===== src/rtl/gardner_pkg.sv =====
// rtl/gardner_pkg.sv - shared state encoding, default loop gains and counter helper for the Gardner loop controller
package gardner_pkg;

  typedef enum logic [1:0] {
    ST_IDLE    = 2'd0,
    ST_FLUSH   = 2'd1,
    ST_ACQUIRE = 2'd2,
    ST_TRACK   = 2'd3
  } state_t;

  localparam int SHIFT_ACQ_DEFAULT = 2;
  localparam int SHIFT_TRK_DEFAULT = 5;
  localparam int CNT_W             = 16;

  // Counters stick at all-ones instead of wrapping back to zero.
  function automatic logic [CNT_W-1:0] sat_inc(input logic [CNT_W-1:0] v);
    return (&v) ? v : v + CNT_W'(1);
  endfunction

endpackage


===== src/rtl/err_abs_sat.sv =====
// rtl/err_abs_sat.sv - saturating absolute value of a signed timing error sample
module err_abs_sat #(
  parameter int WIDTH = 16
) (
  input  logic signed [WIDTH-1:0] x,
  output logic        [WIDTH-1:0] abs_val
);

  localparam logic [WIDTH-1:0] MIN_NEG = {1'b1, {(WIDTH-1){1'b0}}};
  localparam logic [WIDTH-1:0] MAX_POS = {1'b0, {(WIDTH-1){1'b1}}};

  // The most negative sample has no positive twin, so it clamps to the largest positive value.
  always_comb begin
    abs_val = $unsigned(x);
    if ($unsigned(x) == MIN_NEG) begin
      abs_val = MAX_POS;
    end else if (x[WIDTH-1]) begin
      abs_val = $unsigned(-x);
    end
  end

endmodule


===== src/rtl/gardner_loop_ctrl.sv =====
// rtl/gardner_loop_ctrl.sv - acquisition/tracking supervisor that sets Gardner loop gain and corrector reset
module gardner_loop_ctrl
  import gardner_pkg::*;
#(
  parameter int WIDTH       = 16,
  parameter int SHIFT_ACQ   = SHIFT_ACQ_DEFAULT,
  parameter int SHIFT_TRK   = SHIFT_TRK_DEFAULT,
  parameter int LOCK_THR    = 1024,
  parameter int UNLOCK_THR  = 4096,
  parameter int LOCK_SYMS   = 64,
  parameter int UNLOCK_SYMS = 16,
  parameter int ACQ_TIMEOUT = 4096,
  parameter int FLUSH_CYC   = 4
) (
  input  logic                    clk,
  input  logic                    rst,
  input  logic                    enable,
  input  logic                    sym_strobe,
  input  logic signed [WIDTH-1:0] error_n,
  output logic [3:0]              gardner_shift,
  output logic                    corr_rst,
  output logic                    locked,
  output logic [1:0]              state_o,
  output logic                    timeout_p,
  output logic                    loss_p
);

  localparam logic [31:0] LOCK_THR_U    = 32'(LOCK_THR);
  localparam logic [31:0] UNLOCK_THR_U  = 32'(UNLOCK_THR);
  localparam logic [31:0] LOCK_SYMS_U   = 32'(LOCK_SYMS);
  localparam logic [31:0] UNLOCK_SYMS_U = 32'(UNLOCK_SYMS);
  localparam logic [31:0] ACQ_TIMEOUT_U = 32'(ACQ_TIMEOUT);
  localparam logic [31:0] FLUSH_CYC_U   = 32'(FLUSH_CYC);

  state_t           state, state_nx;
  logic [CNT_W-1:0] sym_cnt, sym_nx;
  logic [CNT_W-1:0] good_cnt, good_nx;
  logic [CNT_W-1:0] bad_cnt, bad_nx;
  logic [CNT_W-1:0] flush_cnt, flush_nx;
  logic             corr_rst_nx, locked_nx, timeout_nx, loss_nx;
  logic [3:0]       shift_nx;

  logic [WIDTH-1:0] abs_err;
  logic [31:0]      abs_ext;
  logic             is_good, is_bad;

  err_abs_sat #(.WIDTH(WIDTH)) u_abs (
    .x       (error_n),
    .abs_val (abs_err)
  );

  assign abs_ext = 32'(abs_err);
  assign is_good = abs_ext < LOCK_THR_U;
  assign is_bad  = abs_ext >= UNLOCK_THR_U;
  assign state_o = state;

  // Next state, counter updates and next registered outputs; enable=0 overrides everything.
  always_comb begin
    state_nx   = state;
    sym_nx     = sym_cnt;
    good_nx    = good_cnt;
    bad_nx     = bad_cnt;
    flush_nx   = flush_cnt;
    timeout_nx = 1'b0;
    loss_nx    = 1'b0;

    if (!enable) begin
      state_nx = ST_IDLE;
    end else begin
      case (state)
        ST_IDLE: state_nx = ST_FLUSH;
        ST_FLUSH: begin
          if (32'(flush_cnt) + 32'd1 >= FLUSH_CYC_U) begin
            state_nx = ST_ACQUIRE;
          end else begin
            flush_nx = sat_inc(flush_cnt);
          end
        end
        ST_ACQUIRE: begin
          if (sym_strobe) begin
            sym_nx  = sat_inc(sym_cnt);
            good_nx = is_good ? sat_inc(good_cnt) : '0;
            if (32'(good_nx) == LOCK_SYMS_U) begin
              state_nx = ST_TRACK;
            end else if (32'(sym_nx) == ACQ_TIMEOUT_U) begin
              state_nx   = ST_FLUSH;
              timeout_nx = 1'b1;
            end
          end
        end
        ST_TRACK: begin
          if (sym_strobe) begin
            bad_nx = is_bad ? sat_inc(bad_cnt) : '0;
            if (32'(bad_nx) == UNLOCK_SYMS_U) begin
              state_nx = ST_FLUSH;
              loss_nx  = 1'b1;
            end
          end
        end
        default: state_nx = ST_IDLE;
      endcase
    end

    // Every state starts with fresh counters.
    if (state_nx != state) begin
      sym_nx   = '0;
      good_nx  = '0;
      bad_nx   = '0;
      flush_nx = '0;
    end

    corr_rst_nx = (state_nx == ST_IDLE) || (state_nx == ST_FLUSH);
    locked_nx   = (state_nx == ST_TRACK);
    shift_nx    = (state_nx == ST_TRACK) ? 4'(SHIFT_TRK) : 4'(SHIFT_ACQ);
  end

  // State, counters and all outputs are registered together so they move on the same edge.
  always_ff @(posedge clk) begin
    if (rst) begin
      state         <= ST_IDLE;
      sym_cnt       <= '0;
      good_cnt      <= '0;
      bad_cnt       <= '0;
      flush_cnt     <= '0;
      corr_rst      <= 1'b1;
      gardner_shift <= 4'(SHIFT_ACQ);
      locked        <= 1'b0;
      timeout_p     <= 1'b0;
      loss_p        <= 1'b0;
    end else begin
      state         <= state_nx;
      sym_cnt       <= sym_nx;
      good_cnt      <= good_nx;
      bad_cnt       <= bad_nx;
      flush_cnt     <= flush_nx;
      corr_rst      <= corr_rst_nx;
      gardner_shift <= shift_nx;
      locked        <= locked_nx;
      timeout_p     <= timeout_nx;
      loss_p        <= loss_nx;
    end
  end

endmodule


===== config.mk =====
export PLATFORM = sky130hd
export DESIGN_NAME = gardner_loop_ctrl
export DESIGN_NICKNAME = d
export VERILOG_FILES = /design/src/rtl/gardner_pkg.sv /design/src/rtl/err_abs_sat.sv /design/src/rtl/gardner_loop_ctrl.sv
export SDC_FILE = /design/constraint.sdc
export NUM_CORES = 1
export LEC_CHECK = 0
export BUFFER_PORTS_ARGS = -buffer_cell sky130_fd_sc_hd__buf_4
export CORE_MARGIN = 3
export CORE_UTILIZATION = 60
export CTS_CLUSTER_SIZE = 14
export DETAILED_ROUTE_END_ITERATION = 10
export HOLD_SLACK_MARGIN = 0.06
export PLACE_DENSITY = 0.77
export SETUP_SLACK_MARGIN = 0.1
export SLEW_MARGIN = 20
export SYNTH_ARGS = -nofsm -noshare
export SYNTH_HDL_FRONTEND = slang
export SYNTH_HIERARCHICAL = 1
export SYNTH_SLANG_ARGS = --single-unit

===== constraint.sdc =====
create_clock -name clk -period 6.4 [get_ports clk]
set_input_delay 1.6 -clock clk [delete_from_list [all_inputs] [get_ports clk]]
set_output_delay 1.6 -clock clk [all_outputs]
set_load 0.01 [all_outputs]

# == After elaboration in Yosys (flattened, before gate mapping) ==
# Index checks and enable logic that the tools add are counted.
# word_totals
ff_bits,74
inputBits,20
output_inout_bits,10
# op_classes
add_sub_neg,6
order_cmp,3
eq_ne,10
n_mux,18
n_bitwise,6
n_reduce_logical,13
# ops
cell,n
$mux W16,7
$add A16 B1 Y16 const B,4
$reduce_and A16 Y1,4
$add A16 B1 Y17 const B,1
$ge A17 B3 Y1 const B,1
$eq A16 B13 Y1 const B,1
$eq A16 B16 Y1 const B,1
$eq A16 B5 Y1 const B,1
$eq A16 B7 Y1 const B,1
$ge A16 B13 Y1 const B,1
$lt A16 B11 Y1 const B,1
$neg A16 Y16,1
$mux W2,7
$pmux W2 S4,1
$eq A2 B2 Y1 const B,3
$not A1 Y1,6
$reduce_and A3 Y1,2
$reduce_or A5 Y1,1
$eq A2 B1 Y1 const B,2
$logic_not A2 Y1,2
$reduce_and A4 Y1,1
$reduce_or A4 Y1,1
$mux W3,1
$mux W1,2
3 further kinds,3

# == Longest topological paths before layout ==
# depth
depth_word,12
mapped_depth,16
mapped_depth_nobuf,14

# == Cells and area by module ==
# Netlist, hierarchy kept.
# modules_own_cells
module,n_inst,cells_each,area_each_um2
gardner_loop_ctrl,1,647,5063.6
err_abs_sat,1,65,431.7

# == Worst setup path before layout ==
# Ideal clock, no wire load.
# synth_path
path_type,input to register
startpoint,input error_n[6]
endpoint,register bad_cnt[0]
setup_time_ns,0.073
t_arrival_ns,4.946
t_required_ns,6.327
path_slack_ns,1.381
cell_stages,14
path_buffers,2
path_cell_list,or4_4 > or4_1 > o21ai_2 > mux2i_1 > or4_1 > buf_2 > nor3_4 > o311ai_2 > o311a_1 > and3_4 > a311oi_2 > o21ai_4 > buf_6 > nor3_2
# synth_between
elab_chain_len,12
word_cells_on_any_way,18
cone_classes,1 x add/sub; 2 x order compare; 4 x eq/ne; 10 x mux; 1 x reduce/logical
# synth_lines
item,line_no,text
from (decl),gardner_loop_ctrl.sv:19,"input logic signed [WIDTH-1:0] error_n,"
$neg A16 Y16,err_abs_sat.sv:18,abs_val = $unsigned(-x);
$mux W16,err_abs_sat.sv:17,end else if (x[WIDTH-1]) begin
$mux W16 *,err_abs_sat.sv:15,if ($unsigned(x) == MIN_NEG) begin
net abs_err[13],gardner_loop_ctrl.sv:43,logic [WIDTH-1:0] abs_err;
$ge A16 B13 Y1 / $lt A16 B11 Y1 (equally long branches),"gardner_loop_ctrl.sv:54, gardner_loop_ctrl.sv:53",
$mux W16 (on tied branches),"gardner_loop_ctrl.sv:93, gardner_loop_ctrl.sv:82",
$eq A16 B5 Y1 / $eq A16 B7 Y1 (equally long branches),"gardner_loop_ctrl.sv:94, gardner_loop_ctrl.sv:83",
$mux W2 (on tied branches),"gardner_loop_ctrl.sv:94, gardner_loop_ctrl.sv:83",
$mux W2 (on tied branches),"gardner_loop_ctrl.sv:92, gardner_loop_ctrl.sv:80",
$pmux W2 S4,gardner_loop_ctrl.sv:70,case (state)
$mux W2,gardner_loop_ctrl.sv:67,if (!enable) begin
$ne A2 B2 Y1,gardner_loop_ctrl.sv:105,if (state_nx != state) begin
$reduce_or A2 Y1 (no source line),n/a,
to (signal assigned),gardner_loop_ctrl.sv:134,bad_cnt <= bad_nx;
to (decl),gardner_loop_ctrl.sv:38,"logic [CNT_W-1:0] bad_cnt, bad_nx;"
# The timed path passes the listed nets; every way through them passes the cells marked *.
# A chain may end at the register's enable or synchronous reset.

# == Worst setup path after layout ==
# layout_path
startpoint,input error_n[6]
endpoint,register sym_cnt[10]
# layout_between
elab_chain_len,12
word_cells_on_any_way,18
cone_classes,1 x add/sub; 2 x order compare; 4 x eq/ne; 10 x mux; 1 x reduce/logical
# layout_lines
item,line_no,text
$neg A16 Y16,err_abs_sat.sv:18,
$mux W16,err_abs_sat.sv:17,
$mux W16 *,err_abs_sat.sv:15,
net abs_err[13],gardner_loop_ctrl.sv:43,
$ge A16 B13 Y1 / $lt A16 B11 Y1 (equally long branches),"gardner_loop_ctrl.sv:54, gardner_loop_ctrl.sv:53",
$mux W16 (on tied branches),"gardner_loop_ctrl.sv:93, gardner_loop_ctrl.sv:82",
$eq A16 B5 Y1 / $eq A16 B7 Y1 (equally long branches),"gardner_loop_ctrl.sv:94, gardner_loop_ctrl.sv:83",
$mux W2 (on tied branches),"gardner_loop_ctrl.sv:94, gardner_loop_ctrl.sv:83",
$mux W2 (on tied branches),"gardner_loop_ctrl.sv:92, gardner_loop_ctrl.sv:80",
$pmux W2 S4 *,gardner_loop_ctrl.sv:70,
$mux W2 *,gardner_loop_ctrl.sv:67,
$ne A2 B2 Y1 *,gardner_loop_ctrl.sv:105,
$reduce_or A2 Y1 (no source line) *,n/a,
to (signal assigned),gardner_loop_ctrl.sv:132,sym_cnt <= sym_nx;
to (decl),gardner_loop_ctrl.sv:36,"logic [CNT_W-1:0] sym_cnt, sym_nx;"
# Marked as above.

==> results.json <==
{
  "grt_remaining_overflow": 0,
  "max-vdd-ir-drop_v": 0.000132,
  "layout_min_cycle_time_ns": 5.34,
  "drive_gt1_share_pct": 18.7,
  "cpMaxStageDelayCell": "or4_1",
  "post-cts-setup-buffers": 0,
  "cap_violations": 0,
  "crit_fanout": 20,
  "dp_worst_setup_slack_ns": 0.595,
  "hpwl_mm": 9.33,
  "grt_pass1_vias": 4671,
  "hold_end": "flush_cnt[12]",
  "postRouteAntennaNets": 0,
  "outcome": "finished, final reports clean",
  "fin_util_pct": 67.4,
  "fin_cells": 788,
  "cp-end-kind": "register",
  "num_rows": 33,
  "cts.repair.resized": 0,
  "clk_latency_ns": 0.35,
  "nFillCells": 745,
  "rsz0062_at_grt": "no",
  "antenna_found_initial": 0,
  "critPathLaunch": "error_n[6]",
  "reg2regPathDepth": 9,
  "die_w_um": 100,
  "cp.arrival_ns": 5.62,
  "die_h_um": 100,
  "path_cells": "buf_4, or4_4, or4_1, o21ai_2, mux2i_1, or4_1, nor3_4, o311ai_2, o311a_1, and3_4, a311oi_2, o21ai_4, buf_16, buf_4, nor3_2",
  "dpl_cell_area_um2": 5440,
  "ys_warn_count": 6,
  "core_area_um2": 8420,
  "stdcell_area_um2": 5670,
  "slew_viol_final": 0,
  "drc": 0,
  "via_per_inst": 6.55,
  "routed_wl_mm": 13.1,
  "die-area_um2": 10000,
  "cts.sink_count": 71,
  "start_kind": "input port",
  "crit_required_ns": 6.69,
  "initial_core_util_pct": 63.2,
  "clockRootBuffer": "clkbuf_8",
  "routedWlPerCell_um": 16.6,
  "vias": 5162,
  "pin_count": 30,
  "tightest_slew_ns": 0.752,
  "finalSetupViolCount": 0,
  "final_nets": 703,
  "synth.avg_cell_area_um2": 7.79,
  "antenna-diode-count": 0,
  "drt_iter0_drc": 311,
  "rr_startpoint": "good_cnt[3]",
  "gp_congestion": 0.920,
  "grt_pass1_wl_mm": 22.0,
  "fin_crit_sh_pct": 83.4,
  "cts_buffers": 9,
  "holdCritStartpoint": "flush_cnt[12]",
  "synthCells": 684,
  "timing.rr.end": "flush_cnt[2]",
  "port_buffers": 28,
  "hold_path_class": "reg -> reg",
  "clock.fmax_ghz": 0.187,
  "hold_violations": 0,
  "fin_worst_skew_ns": 0.0101,
  "clk_pin_slew_ns": 0.09,
  "cts_hold_buf": 0,
  "slew_headroom_pct": 49.7,
  "first_pass_iters": 4,
  "area_delta_synth_final_pct": 6.56,
  "dp_cells": 771,
  "grt_max_degree": 31,
  "p_leak_nw": 1.79,
  "cts.path.max_buffers": 2,
  "synth_nets": 709,
  "slowest_delay_ns": 0.67,
  "power.density_nw_per_um2": 156,
  "setup_slack_ns": 1.06,
  "multi_input_area_um2": 3580,
  "whs_path_depth": 2,
  "r2r_slack_ns": 2.45,
  "gr-usage-all-layers_pct": 26.1,
  "fin_setup_tns_ns": 0,
  "cts_tree": "yes",
  "seq_area_um2": 1420,
  "netlist_area_um2": 5330,
  "worst-setup-path-type": "in -> reg",
  "cts_htree_levels": 3
}
critical path, delay by kind of cell:
family	cells	cell delay, ns
simple gates	6	2.34
compound gates	5	1.04
buf+inv	3	0.51
mux	1	0.11
layout make-up:
type,instances,share of cell area (%)
repair buffers,35,4.98
clock buffers,9,2.18
well taps,105,2.32
flip-flops and latches,71,25.0
clock inverters,7,1.52
multi-input cells,547,63.0
inverters,14,0.926
layer usage:
layer  up-vias  part of all wire, %  GRT usage [%]  wire length, µm
met5         -                    0              0                0
met1      2462                   46           37.2             6050
li1       2530                    -              -                -
met3        22                  5.1           3.68              663
met4         0                  1.3           7.56              174
met2       148                   48           41.0             6230
cells in the final DEF, fill, tap and decap left out, types with 3 or more instances in the layout:
cell type and n:
a22oi_1 5, dfxtp_1 71, and3_1 17, or3_1 7, o21bai_1 3, a21oi_1 33
a211o_1 4, and4_1 5, xnor2_1 17, o21a_1 3, ha_1 5, nand2b_1 5
nor2_1 64, nor4_2 5, a32oi_1 4, or4_4 4, nor2b_1 4, nor3b_1 3
nand3b_1 3, nand4_1 25, o31a_1 7, o31ai_1 6, xor2_1 7, nand3_1 50
and2_1 5, a31oi_1 12, or4_1 4, nor3_2 49, clkbuf_8 9, inv_1 14
nor4_1 8, nand2_1 60, buf_4 34, nor3_1 26, a211oi_1 3, mux2i_1 10
o22ai_1 6, o21ai_0 28, a21o_1 6
report_power, final:
part / switching (W) / total, W / leakage (nW) / internal [W]
Sequential: 0.00000121 / 0.000443 / 0.572 / 0.000442
Combinational: 0.0000334 / 0.0000552 / 1.11 / 0.0000218
Clock: 0.000199 / 0.000387 / 0.104 / 0.000189
per-stage QoR:
stage	hold WS, ns	total power, W
2_1_floorplan	0.439	0.000489
3_3_place_gp	0.458	0.000504
3_5_place_dp	0.467	0.000505
4_1_cts	0.480	0.000886
5_1_grt	0.507	0.000910
6_report	0.480	0.000886
flip-flops by register name (all words and copies together), names as in the netlist:
name / count
corr_rst: 1
flush_cnt: 16
state_o: 2
sym_cnt: 16
loss_p: 1
good_cnt: 16
bad_cnt: 16
timeout_p: 1
gardner_shift: 2
worst max-delay path by stage:
stage,to,depth (start not counted),slack (ns)
after CTS,good_cnt[0],14,0.95
after global routing,sym_cnt[10],15,0.87
after floorplan,bad_cnt[0],14,1.38
final,sym_cnt[10],15,1.06
after detailed placement,good_cnt[5],14,0.60
after global placement,good_cnt[1],14,0.70
No activity file was read; power rests on OpenSTA's default activity.
